`config.mk`:
```
export PLATFORM = sky130hd
export DESIGN_NAME = exec_mem_stage
export DESIGN_NICKNAME = d
export VERILOG_FILES = /design/src/rtl/exec_pkg.sv /design/src/rtl/cond_check.sv /design/src/rtl/exec_mem_stage.sv
export SDC_FILE = /design/constraint.sdc
export NUM_CORES = 1
export LEC_CHECK = 0
export CAP_MARGIN = 20
export CORE_UTILIZATION = 39
export CTS_CLUSTER_SIZE = 12
export DETAILED_ROUTE_END_ITERATION = 6
export GPL_ROUTABILITY_DRIVEN = 0
export HOLD_SLACK_MARGIN = 0.03
export PLACE_DENSITY = 0.86
export RECOVER_POWER = 50
export SLEW_MARGIN = 0
export SYNTH_ARGS = -nofsm -noshare
export SYNTH_HDL_FRONTEND = slang
export SYNTH_SLANG_ARGS = --single-unit
```
`constraint.sdc`:
```
create_clock -name clk -period 2.5 [get_ports clk]
set_input_delay 0.375 -clock clk [delete_from_list [all_inputs] [get_ports clk]]
set_output_delay 0.375 -clock clk [all_outputs]
set_load 0.005 [all_outputs]
```
`src/rtl/exec_pkg.sv`:
```
// Shared types and constants for the Execute->Memory stage: condition codes,
// NZCV bit positions and the packed Memory-stage control payload.
package exec_pkg;

    localparam int unsigned FLAGS_W = 4;
    localparam int unsigned COND_W  = 4;
    localparam int unsigned RD_W    = 4;

    localparam int unsigned N_B = 3;
    localparam int unsigned Z_B = 2;
    localparam int unsigned C_B = 1;
    localparam int unsigned V_B = 0;

    typedef enum logic [COND_W-1:0] {
        EQ = 4'b0000,
        NE = 4'b0001,
        CS = 4'b0010,
        CC = 4'b0011,
        MI = 4'b0100,
        PL = 4'b0101,
        VS = 4'b0110,
        VC = 4'b0111,
        HI = 4'b1000,
        LS = 4'b1001,
        GE = 4'b1010,
        LT = 4'b1011,
        GT = 4'b1100,
        LE = 4'b1101,
        AL = 4'b1110,
        NV = 4'b1111
    } cond_e;

    typedef struct packed {
        logic            valid;
        logic            pcsrc;
        logic            regwrite;
        logic            memtoreg;
        logic            memwrite;
        logic [RD_W-1:0] rd;
    } m_ctrl_t;

endpackage

```
`src/rtl/cond_check.sv`:
```
// Combinational ARM condition evaluation: condition field against the
// architectural NZCV flags.
module cond_check
    import exec_pkg::*;
(
    input  logic [COND_W-1:0]  cond_i,
    input  logic [FLAGS_W-1:0] flags_i,
    output logic               cond_ex_o
);

    logic n, z, c, v;

    always_comb begin
        n = flags_i[N_B];
        z = flags_i[Z_B];
        c = flags_i[C_B];
        v = flags_i[V_B];
        cond_ex_o = 1'b1;
        case (cond_e'(cond_i))
            EQ:      cond_ex_o = z;
            NE:      cond_ex_o = !z;
            CS:      cond_ex_o = c;
            CC:      cond_ex_o = !c;
            MI:      cond_ex_o = n;
            PL:      cond_ex_o = !n;
            VS:      cond_ex_o = v;
            VC:      cond_ex_o = !v;
            HI:      cond_ex_o = c & !z;
            LS:      cond_ex_o = !c | z;
            GE:      cond_ex_o = (n == v);
            LT:      cond_ex_o = (n != v);
            GT:      cond_ex_o = !z & (n == v);
            LE:      cond_ex_o = z | (n != v);
            default: cond_ex_o = 1'b1;  // AL and the 1111 encoding always execute
        endcase
    end

endmodule

```
`src/rtl/exec_mem_stage.sv`:
```
// Execute-side condition check, NZCV register and Execute->Memory pipeline register.
// Optional EXEC_SQUASH_CNT_EN adds squash_cnt, a count of condition-failed instructions.
module exec_mem_stage
    import exec_pkg::*;
#(
    parameter int unsigned         DW        = 32,
    parameter logic [FLAGS_W-1:0]  FLAGS_RST = 4'b0000
) (
    input  logic                clk,
    input  logic                reset_n,
    input  logic                validE,
    input  logic                PCSrcE,
    input  logic                RegWriteE,
    input  logic                MemtoRegE,
    input  logic                MemWriteE,
    input  logic [1:0]          FlagWriteE,
    input  logic [COND_W-1:0]   CondE,
    input  logic [RD_W-1:0]     RdE,
    input  logic [FLAGS_W-1:0]  ALUFlagsE,
    input  logic [DW-1:0]       ALUResultE,
    input  logic [DW-1:0]       WriteDataE,
    input  logic                stallM,
    input  logic                flushM,
    output logic                CondExE,
    output logic                BranchTakenE,
    output logic [FLAGS_W-1:0]  FlagsQ,
    output logic                validM,
    output logic                PCSrcM,
    output logic                RegWriteM,
    output logic                MemtoRegM,
    output logic                MemWriteM,
    output logic [RD_W-1:0]     RdM,
    output logic [DW-1:0]       ALUResultM,
    output logic [DW-1:0]       WriteDataM
`ifdef EXEC_SQUASH_CNT_EN
    ,
    output logic [31:0]         squash_cnt
`endif
);

    logic               cond_pass;
    logic               advance;
    logic               exec_ok;
    m_ctrl_t            m_q, m_d;
    logic [DW-1:0]      alu_q, alu_d;
    logic [DW-1:0]      wd_q, wd_d;
    logic [FLAGS_W-1:0] flags_q, flags_d;

    cond_check u_cond_check (
        .cond_i    (CondE),
        .flags_i   (flags_q),
        .cond_ex_o (cond_pass)
    );

    assign advance      = !stallM & !flushM;
    assign exec_ok      = validE & cond_pass;
    assign CondExE      = cond_pass;
    assign BranchTakenE = validE & PCSrcE & cond_pass;

    // Next state: flush beats stall beats advance; only surviving advances touch NZCV.
    always_comb begin
        m_d     = m_q;
        alu_d   = alu_q;
        wd_d    = wd_q;
        flags_d = flags_q;
        if (flushM) begin
            m_d.valid    = 1'b0;
            m_d.pcsrc    = 1'b0;
            m_d.regwrite = 1'b0;
            m_d.memtoreg = 1'b0;
            m_d.memwrite = 1'b0;
        end else if (advance) begin
            m_d.valid    = validE;
            m_d.pcsrc    = PCSrcE & exec_ok;
            m_d.regwrite = RegWriteE & exec_ok;
            m_d.memtoreg = MemtoRegE;
            m_d.memwrite = MemWriteE & exec_ok;
            m_d.rd       = RdE;
            alu_d        = ALUResultE;
            wd_d         = WriteDataE;
            if (exec_ok) begin
                if (FlagWriteE[1]) begin
                    flags_d[N_B] = ALUFlagsE[N_B];
                    flags_d[Z_B] = ALUFlagsE[Z_B];
                end
                if (FlagWriteE[0]) begin
                    flags_d[C_B] = ALUFlagsE[C_B];
                    flags_d[V_B] = ALUFlagsE[V_B];
                end
            end
        end
    end

    always_ff @(posedge clk or negedge reset_n) begin
        if (!reset_n) begin
            m_q     <= '0;
            alu_q   <= '0;
            wd_q    <= '0;
            flags_q <= FLAGS_RST;
        end else begin
            m_q     <= m_d;
            alu_q   <= alu_d;
            wd_q    <= wd_d;
            flags_q <= flags_d;
        end
    end

    assign FlagsQ     = flags_q;
    assign validM     = m_q.valid;
    assign PCSrcM     = m_q.pcsrc;
    assign RegWriteM  = m_q.regwrite;
    assign MemtoRegM  = m_q.memtoreg;
    assign MemWriteM  = m_q.memwrite;
    assign RdM        = m_q.rd;
    assign ALUResultM = alu_q;
    assign WriteDataM = wd_q;

`ifdef EXEC_SQUASH_CNT_EN
    logic [31:0] sq_q, sq_d;

    // Counts valid instructions annulled by a failed condition as they leave Execute.
    always_comb begin
        sq_d = sq_q;
        if (advance && validE && !cond_pass) begin
            sq_d = sq_q + 32'd1;
        end
    end

    always_ff @(posedge clk or negedge reset_n) begin
        if (!reset_n) begin
            sq_q <= '0;
        end else begin
            sq_q <= sq_d;
        end
    end

    assign squash_cnt = sq_q;
`else
    // Squash counter not built in this configuration.
`endif

endmodule
```
==> results of run 1 <==
-- kinds of logic after synthesis --
family | after synthesis | share of synthesized area
AOI/OAI and AO/OA | 12 | 0.03615
xor gates and xnor gates | 5 | 0.01422
buffers and inverters | 10 | 0.01462
and+or+nand+nor | 19 | 0.03655
DFF | 77 | 0.6255
muxes | 75 | 0.2729
-- sequential cells by signal, indices dropped and copies added (netlist names) --
name,flops
MemWriteM,1
validM,1
FlagsQ,4
ALUResultM,32
PCSrcM,1
WriteDataM,32
RdM,4
RegWriteM,1
MemtoRegM,1
-- critical path, delay by kind of cell (launching register included) --
| kind | cells | cell delay (ns) |
|---|---|---|
| AO/OA/AOI/OAI | 1 | 0.20 |
| flip-flops | 1 | 0.42 |
| AND/OR/NAND/NOR | 3 | 0.42 |
| buffers and inverters | 1 | 0.24 |
| multiplexers | 1 | 0.28 |
-- final cells by class --
type | instances | area, um2 | area share
clock buffers | 11 | 141.4 | 0.02763
clock inverters | 4 | 48.80 | 0.009535
inverters | 1 | 3.754 | 0.0007335
multi-input cells | 111 | 1130 | 0.2208
flip-flops and latches | 77 | 1928 | 0.3768
well taps | 102 | 127.6 | 0.02494
repair buffers | 178 | 1738 | 0.3396
-- power groups by stage --
stage	logic (W)	registers, W	clock network (W)
after floorplan	0.000314	0.00159	0
after global placement	0.000958	0.00157	0
after detailed placement	0.000980	0.00159	0
after CTS	0.00100	0.00157	0.000936
after global routing	0.00106	0.00159	0.000988
final	0.000993	0.00156	0.000908
-- repair_timing --
action,4_1_cts,5_1_grt
buffers inserted,2,1
gates cloned,0,0
gates resized for setup,9,3
hold buffers,0,0
endpoints found under the setup margin,2,1
pin swaps,1,2
-- per-stage QoR --
stage | hold WS (ns) | utilization | setup TNS, ns | setup WS [ns]
floorplan | 0.07941 | - | 0 | 0.7404
global placement | 0.4883 | 0.6388 | -0.3153 | -0.1677
detailed placement | 0.4943 | 0.6388 | -0.5894 | -0.2435
CTS | 0.2209 | 0.6673 | 0 | 0.03501
global route | 0.5231 | 0.6657 | 0 | 0.07840
finish | 0.5045 | 0.6657 | 0 | 0.2369
-- final timing paths --
| path | start | endpoint | slack, ns | depth (start not counted) |
|---|---|---|---|---|
| max | FlagsQ[2] | BranchTakenE | 0.24 | 6 |
| min | WriteDataM[14] | WriteDataM[14] | 0.50 | 1 |
| max reg2reg | FlagsQ[0] | FlagsQ[1] | 0.38 | 7 |
| min reg2reg | WriteDataM[14] | WriteDataM[14] | 0.50 | 1 |
| max in group asynchronous | reset_n | FlagsQ[3] | 0.78 | 1 |
| min in group asynchronous | reset_n | FlagsQ[0] | 0.53 | 1 |
-- layer usage --
metal,global-route usage,part of all wire
met4,0.07011,0.013
met5,0,0
met1,0.2134,0.38
met3,0.05724,0.076
met2,0.3264,0.53
-- synthesized netlist by cell type --
cell	number	share of area
dfrtp_1	77	0.63
o31ai_1	2	0.0049
buf_2	6	0.0097
clkbuf_1	3	0.0037
a21oi_1	3	0.0049
and3b_2	1	0.0032
a21boi_4	1	0.0061
nand3b_1	3	0.0073
inv_1	1	0.0012
mux2i_1	3	0.0097
nor3_1	1	0.0016
nor2_1	4	0.0049
nor2b_1	2	0.0041
or3b_2	1	0.0028
or3_4	1	0.0037
o311ai_0	2	0.0057
o32ai_2	1	0.0053
o41ai_2	1	0.0053
o21ai_0	1	0.0016
xor2_1	2	0.0057
a22oi_1	1	0.0024
xnor2_1	3	0.0085
mux2_2	72	0.26
nand2_1	4	0.0049
and3_1	2	0.0041
==> results.toml, run 1 <==
[cts]
cts_buffer_depth = 2
insertion_delay_ns = 0.33
path_clk_slew_ns = 0.08
ctsRootBufferMaster = "clkbuf_8"
cts_made_buffers = 9
cts_tree = "yes"
clkSinkCount = 77
htreeDepth = 3

[sta]
hold_violations = 0
finalClockSkew_ns = 0.01382
fin_crit_ns = 2.263
drv_slew = 78
setup_viol = 0
rsz0062_at_grt = "false"
worst_slew_pin_slew_ns = 1.840
finalCritPeriodShare = 0.9052
fmax_mhz = 441.9
relSlewSlack = -0.2267

[power_and_ir_drop]
seqPwrFrac = 0.452
power_frac_comb = 0.287
cellInternalPower_w = 0.002614
p_sw_w = 0.0008509
p_sw_frac = 0.2456
p_total_w = 0.003465
ir_drop_mv = 0.3983
leakagePower_nw = 2.151
clockPowerShare = 0.262
powerDensity_nw_per_um2 = 677.1

[drt]
vias = 2325
drc_errors = 0
wirelength_um = 7433
drt-initial-drc-count = 94
via_per_inst = 4.804
ant_nets = 0
drtPass1Iterations = 7
avgRoutedWirePerCell_um = 15.36

[yosys]
synth_nets = 285
yosysSeqAreaShare = 0.6255
yosys_warnings = 0
syn_avg_cell_area_um2 = 15.56
syn_area_um2 = 3080
synthCells = 198
synth_cell_types = 25
synth-seq-cells = 77

[place]
dp.cells = 466
place_area_um2 = 4911
hpwlAfterDp_um = 5418
portBuffers = 165

[final_layout]
fin_area_um2 = 5117
areaGrowthSynthToFinish_pct = 66.13
fin_cells = 484
layout_common_cells = "clkdlybuf4s50_1 (148), dfrtp_1 (76), mux2_2 (72), buf_4 (11)"
fillers = 574
insertedDiodeCount = 0
layout_commonest_cell = "clkdlybuf4s50_1"
drive_above_1_share = 0.2880
nets = 465

[die]
start_util = 0.4007
dieHeight_um = 90.88
die_area_um2 = 8258
io_pins = 166
fp-row-count = 32
coreArea_um2 = 7687
die-width_um = 90.88

[critical_path]
worst_ep_required_time_ns = 2.12
path_class = "reg -> out"
startpoint_type = "register"
end_kind = "output pin"
critPathMaxStageDelay_ns = 0.42
worstPathCellList = "and3b_2, a22oi_2, mux2i_2, nor3_2, nor2_1, dlygate4sd2_1"
critical_path.max_fanout = 5
worst_path_max_delay_cell = "dfrtp_1"
cp.arrival_ns = 1.89

[global_routing]
antenna_found_initial = 0
grt_pass1_vias = 2547
grt_max_degree = 78
track_usage = 0.1864
grt-ovfl-total = 0
grt_pass1_wl_um = 12040

[run_status]
violations = "max-capacitance violations, max-slew violations"
status = "finished with violations"

[worst_hold_path]
hold_path.class = "reg -> reg"

[job]
maxCapViolCount = 1
No activity file was read; power rests on OpenSTA's default activity.
==> run 2: changes to the inputs <==
SETUP_SLACK_MARGIN = 0.2   (was unset)
==> run 2 against run 1 <==
The run still ends with max-capacitance violations, max-slew violations left. Flip-flop and latch count did not move. Design area rose by 0.24%. Highest routed layer unchanged. Sequential power barely moved. Combinational power barely moved. Non-clock buffer count rose by 2.
==> results.toml, run 2 (synthesis results as in run 1) <==
[sta]
finalCritPeriodShare = 0.8960
worst_slew_pin_slew_ns = 1.840
relSlewSlack = -0.2267
drv_slew = 78
fin_crit_ns = 2.240
setup_viol = 0
finalClockSkew_ns = 0.01382
whs_ns = 0.5045
setup_tns_ns = 0
rsz0062_at_grt = "true"
fmax_mhz = 446.4
hold_violations = 0

[die]
die_area_um2 = 8258
fp-row-count = 32
die-width_um = 90.88
dieHeight_um = 90.88
coreArea_um2 = 7687
io_pins = 166
start_util = 0.4007

[global_routing]
antenna_found_initial = 0
grt_pass1_wl_um = 12160
grt_pass1_vias = 2551
grt-ovfl-total = 0
track_usage = 0.1881
grt_max_degree = 78

[final_layout]
nets = 467
fin_util = 0.6673
drive_above_1_share = 0.2995
layout_commonest_cell = "clkdlybuf4s50_1"
insertedDiodeCount = 0
layout_common_cells = "clkdlybuf4s50_1 (148), dfrtp_1 (75), mux2_2 (72), buf_4 (13)"
areaGrowthSynthToFinish_pct = 66.53

[cts]
cts_tree = "yes"
clkSinkCount = 77
path_clk_slew_ns = 0.08
htreeDepth = 3
cts_buffer_depth = 2
insertion_delay_ns = 0.33
cts_made_buffers = 9
ctsRootBufferMaster = "clkbuf_8"

[job]
maxCapViolCount = 1

[power_and_ir_drop]
cellInternalPower_w = 0.002626
leakagePower_nw = 2.140
seqPwrFrac = 0.449
p_sw_frac = 0.2464
p_sw_w = 0.0008586
powerDensity_nw_per_um2 = 679.3
p_total_w = 0.003485
clockPowerShare = 0.261
power_frac_comb = 0.290
ir_drop_mv = 0.3983

[drt]
avgRoutedWirePerCell_um = 15.44
wirelength_um = 7505
drtPass1Iterations = 7
ant_nets = 0
vias = 2336
drc_errors = 0
via_per_inst = 4.807
drt-initial-drc-count = 95

[critical_path]
end_kind = "output pin"
path_class = "reg -> out"
worst_path_max_delay_cell = "dfrtp_1"
worstPathCellList = "and3b_2, a22oi_2, mux2i_2, nor3_2, buf_4, nor2_4, buf_2"
worst_ep_required_time_ns = 2.12
startpoint_type = "register"
critPathMaxStageDelay_ns = 0.42
critical_path.max_fanout = 5
startpoint = "FlagsQ[2]"
cp.arrival_ns = 1.86
regToRegStartpoint = "FlagsQ[0]"

[run_status]
status = "finished with violations"
violations = "max-capacitance violations, max-slew violations"

[worst_hold_path]
min_from = "WriteDataM[14]"
hold_path.class = "reg -> reg"

[place]
hpwlAfterDp_um = 5418
portBuffers = 165
run 2: cell count changes in the layout (fill, tap and decap cells not counted):
cell	before	now
dfrtp_1	76	75
buf_4	11	13
dlygate4sd2_1	4	5
nor2_1	4	3
nor2_4	0	1
buf_2	0	1
dfrtp_2	1	2
dlymetal6s2s_1	2	0
run 2: per-layer routing:
| layer | vias up | wire length (um) | share of wire | GRT usage |
|---|---|---|---|---|
| met2 | 95 | 3992 | 0.53 | 0.3270 |
| met1 | 1162 | 2813 | 0.37 | 0.2178 |
| met5 | - | 0 | 0 | 0 |
| met3 | 11 | 602 | 0.080 | 0.05724 |
| li1 | 1068 | - | - | - |
| met4 | 0 | 96 | 0.013 | 0.07011 |
run 2: stage by stage:
step	setup WS (ns)	cell area, um2	instances
final	0.2601	5130	486
after global routing	0.1370	5130	486
after CTS	0.1288	5135	484
after detailed placement	-0.2435	4911	466
after global placement	-0.1677	4911	466
after floorplan	0.7404	3080	198
run 2: layout make-up:
cell class                 count  area, um2
timing repair buffer         180       1742
sequential                    77       1929
clock inverter                 4      48.80
multi-input combinational    111       1137
fill                         568       2557
inverter                       1      3.754
clock buffer                  11      141.4
tap                          102      127.6
run 2: power by group through the flow:
stage / Combinational (W) / Sequential [W] / Clock (W)
6_report: 0.00101 / 0.00157 / 0.000908
5_1_grt: 0.00108 / 0.00159 / 0.000988
4_1_cts: 0.00101 / 0.00157 / 0.000936
3_5_place_dp: 0.000980 / 0.00159 / 0
3_3_place_gp: 0.000958 / 0.00157 / 0
2_1_floorplan: 0.000314 / 0.00159 / 0
run 2: worst paths after layout:
check / end / slack [ns] / cells after the start
hold reg to reg: WriteDataM[14] / 0.50 / 1
hold / removal: WriteDataM[14] / 0.50 / 1
min in group asynchronous: FlagsQ[0] / 0.53 / 1
setup / recovery: BranchTakenE / 0.26 / 7
setup reg to reg: FlagsQ[1] / 0.40 / 7
max in group asynchronous: FlagsQ[3] / 0.78 / 1
run 2: worst max-delay path: cells and delay by family (launching register included):
family / cells / cell delay (ns)
flip-flops: 1 / 0.42
buffers and inverters: 2 / 0.26
AO/OA/AOI/OAI: 1 / 0.20
AND/OR/NAND/NOR: 3 / 0.36
multiplexers: 1 / 0.29
run 2: what timing repair did:
item | CTS | global route
pin swaps | 3 | 4
hold buffers | 0 | 0
setup endpoints to repair | 2 | 2
buffers inserted | 3 | 2
gates resized for setup | 11 | 7
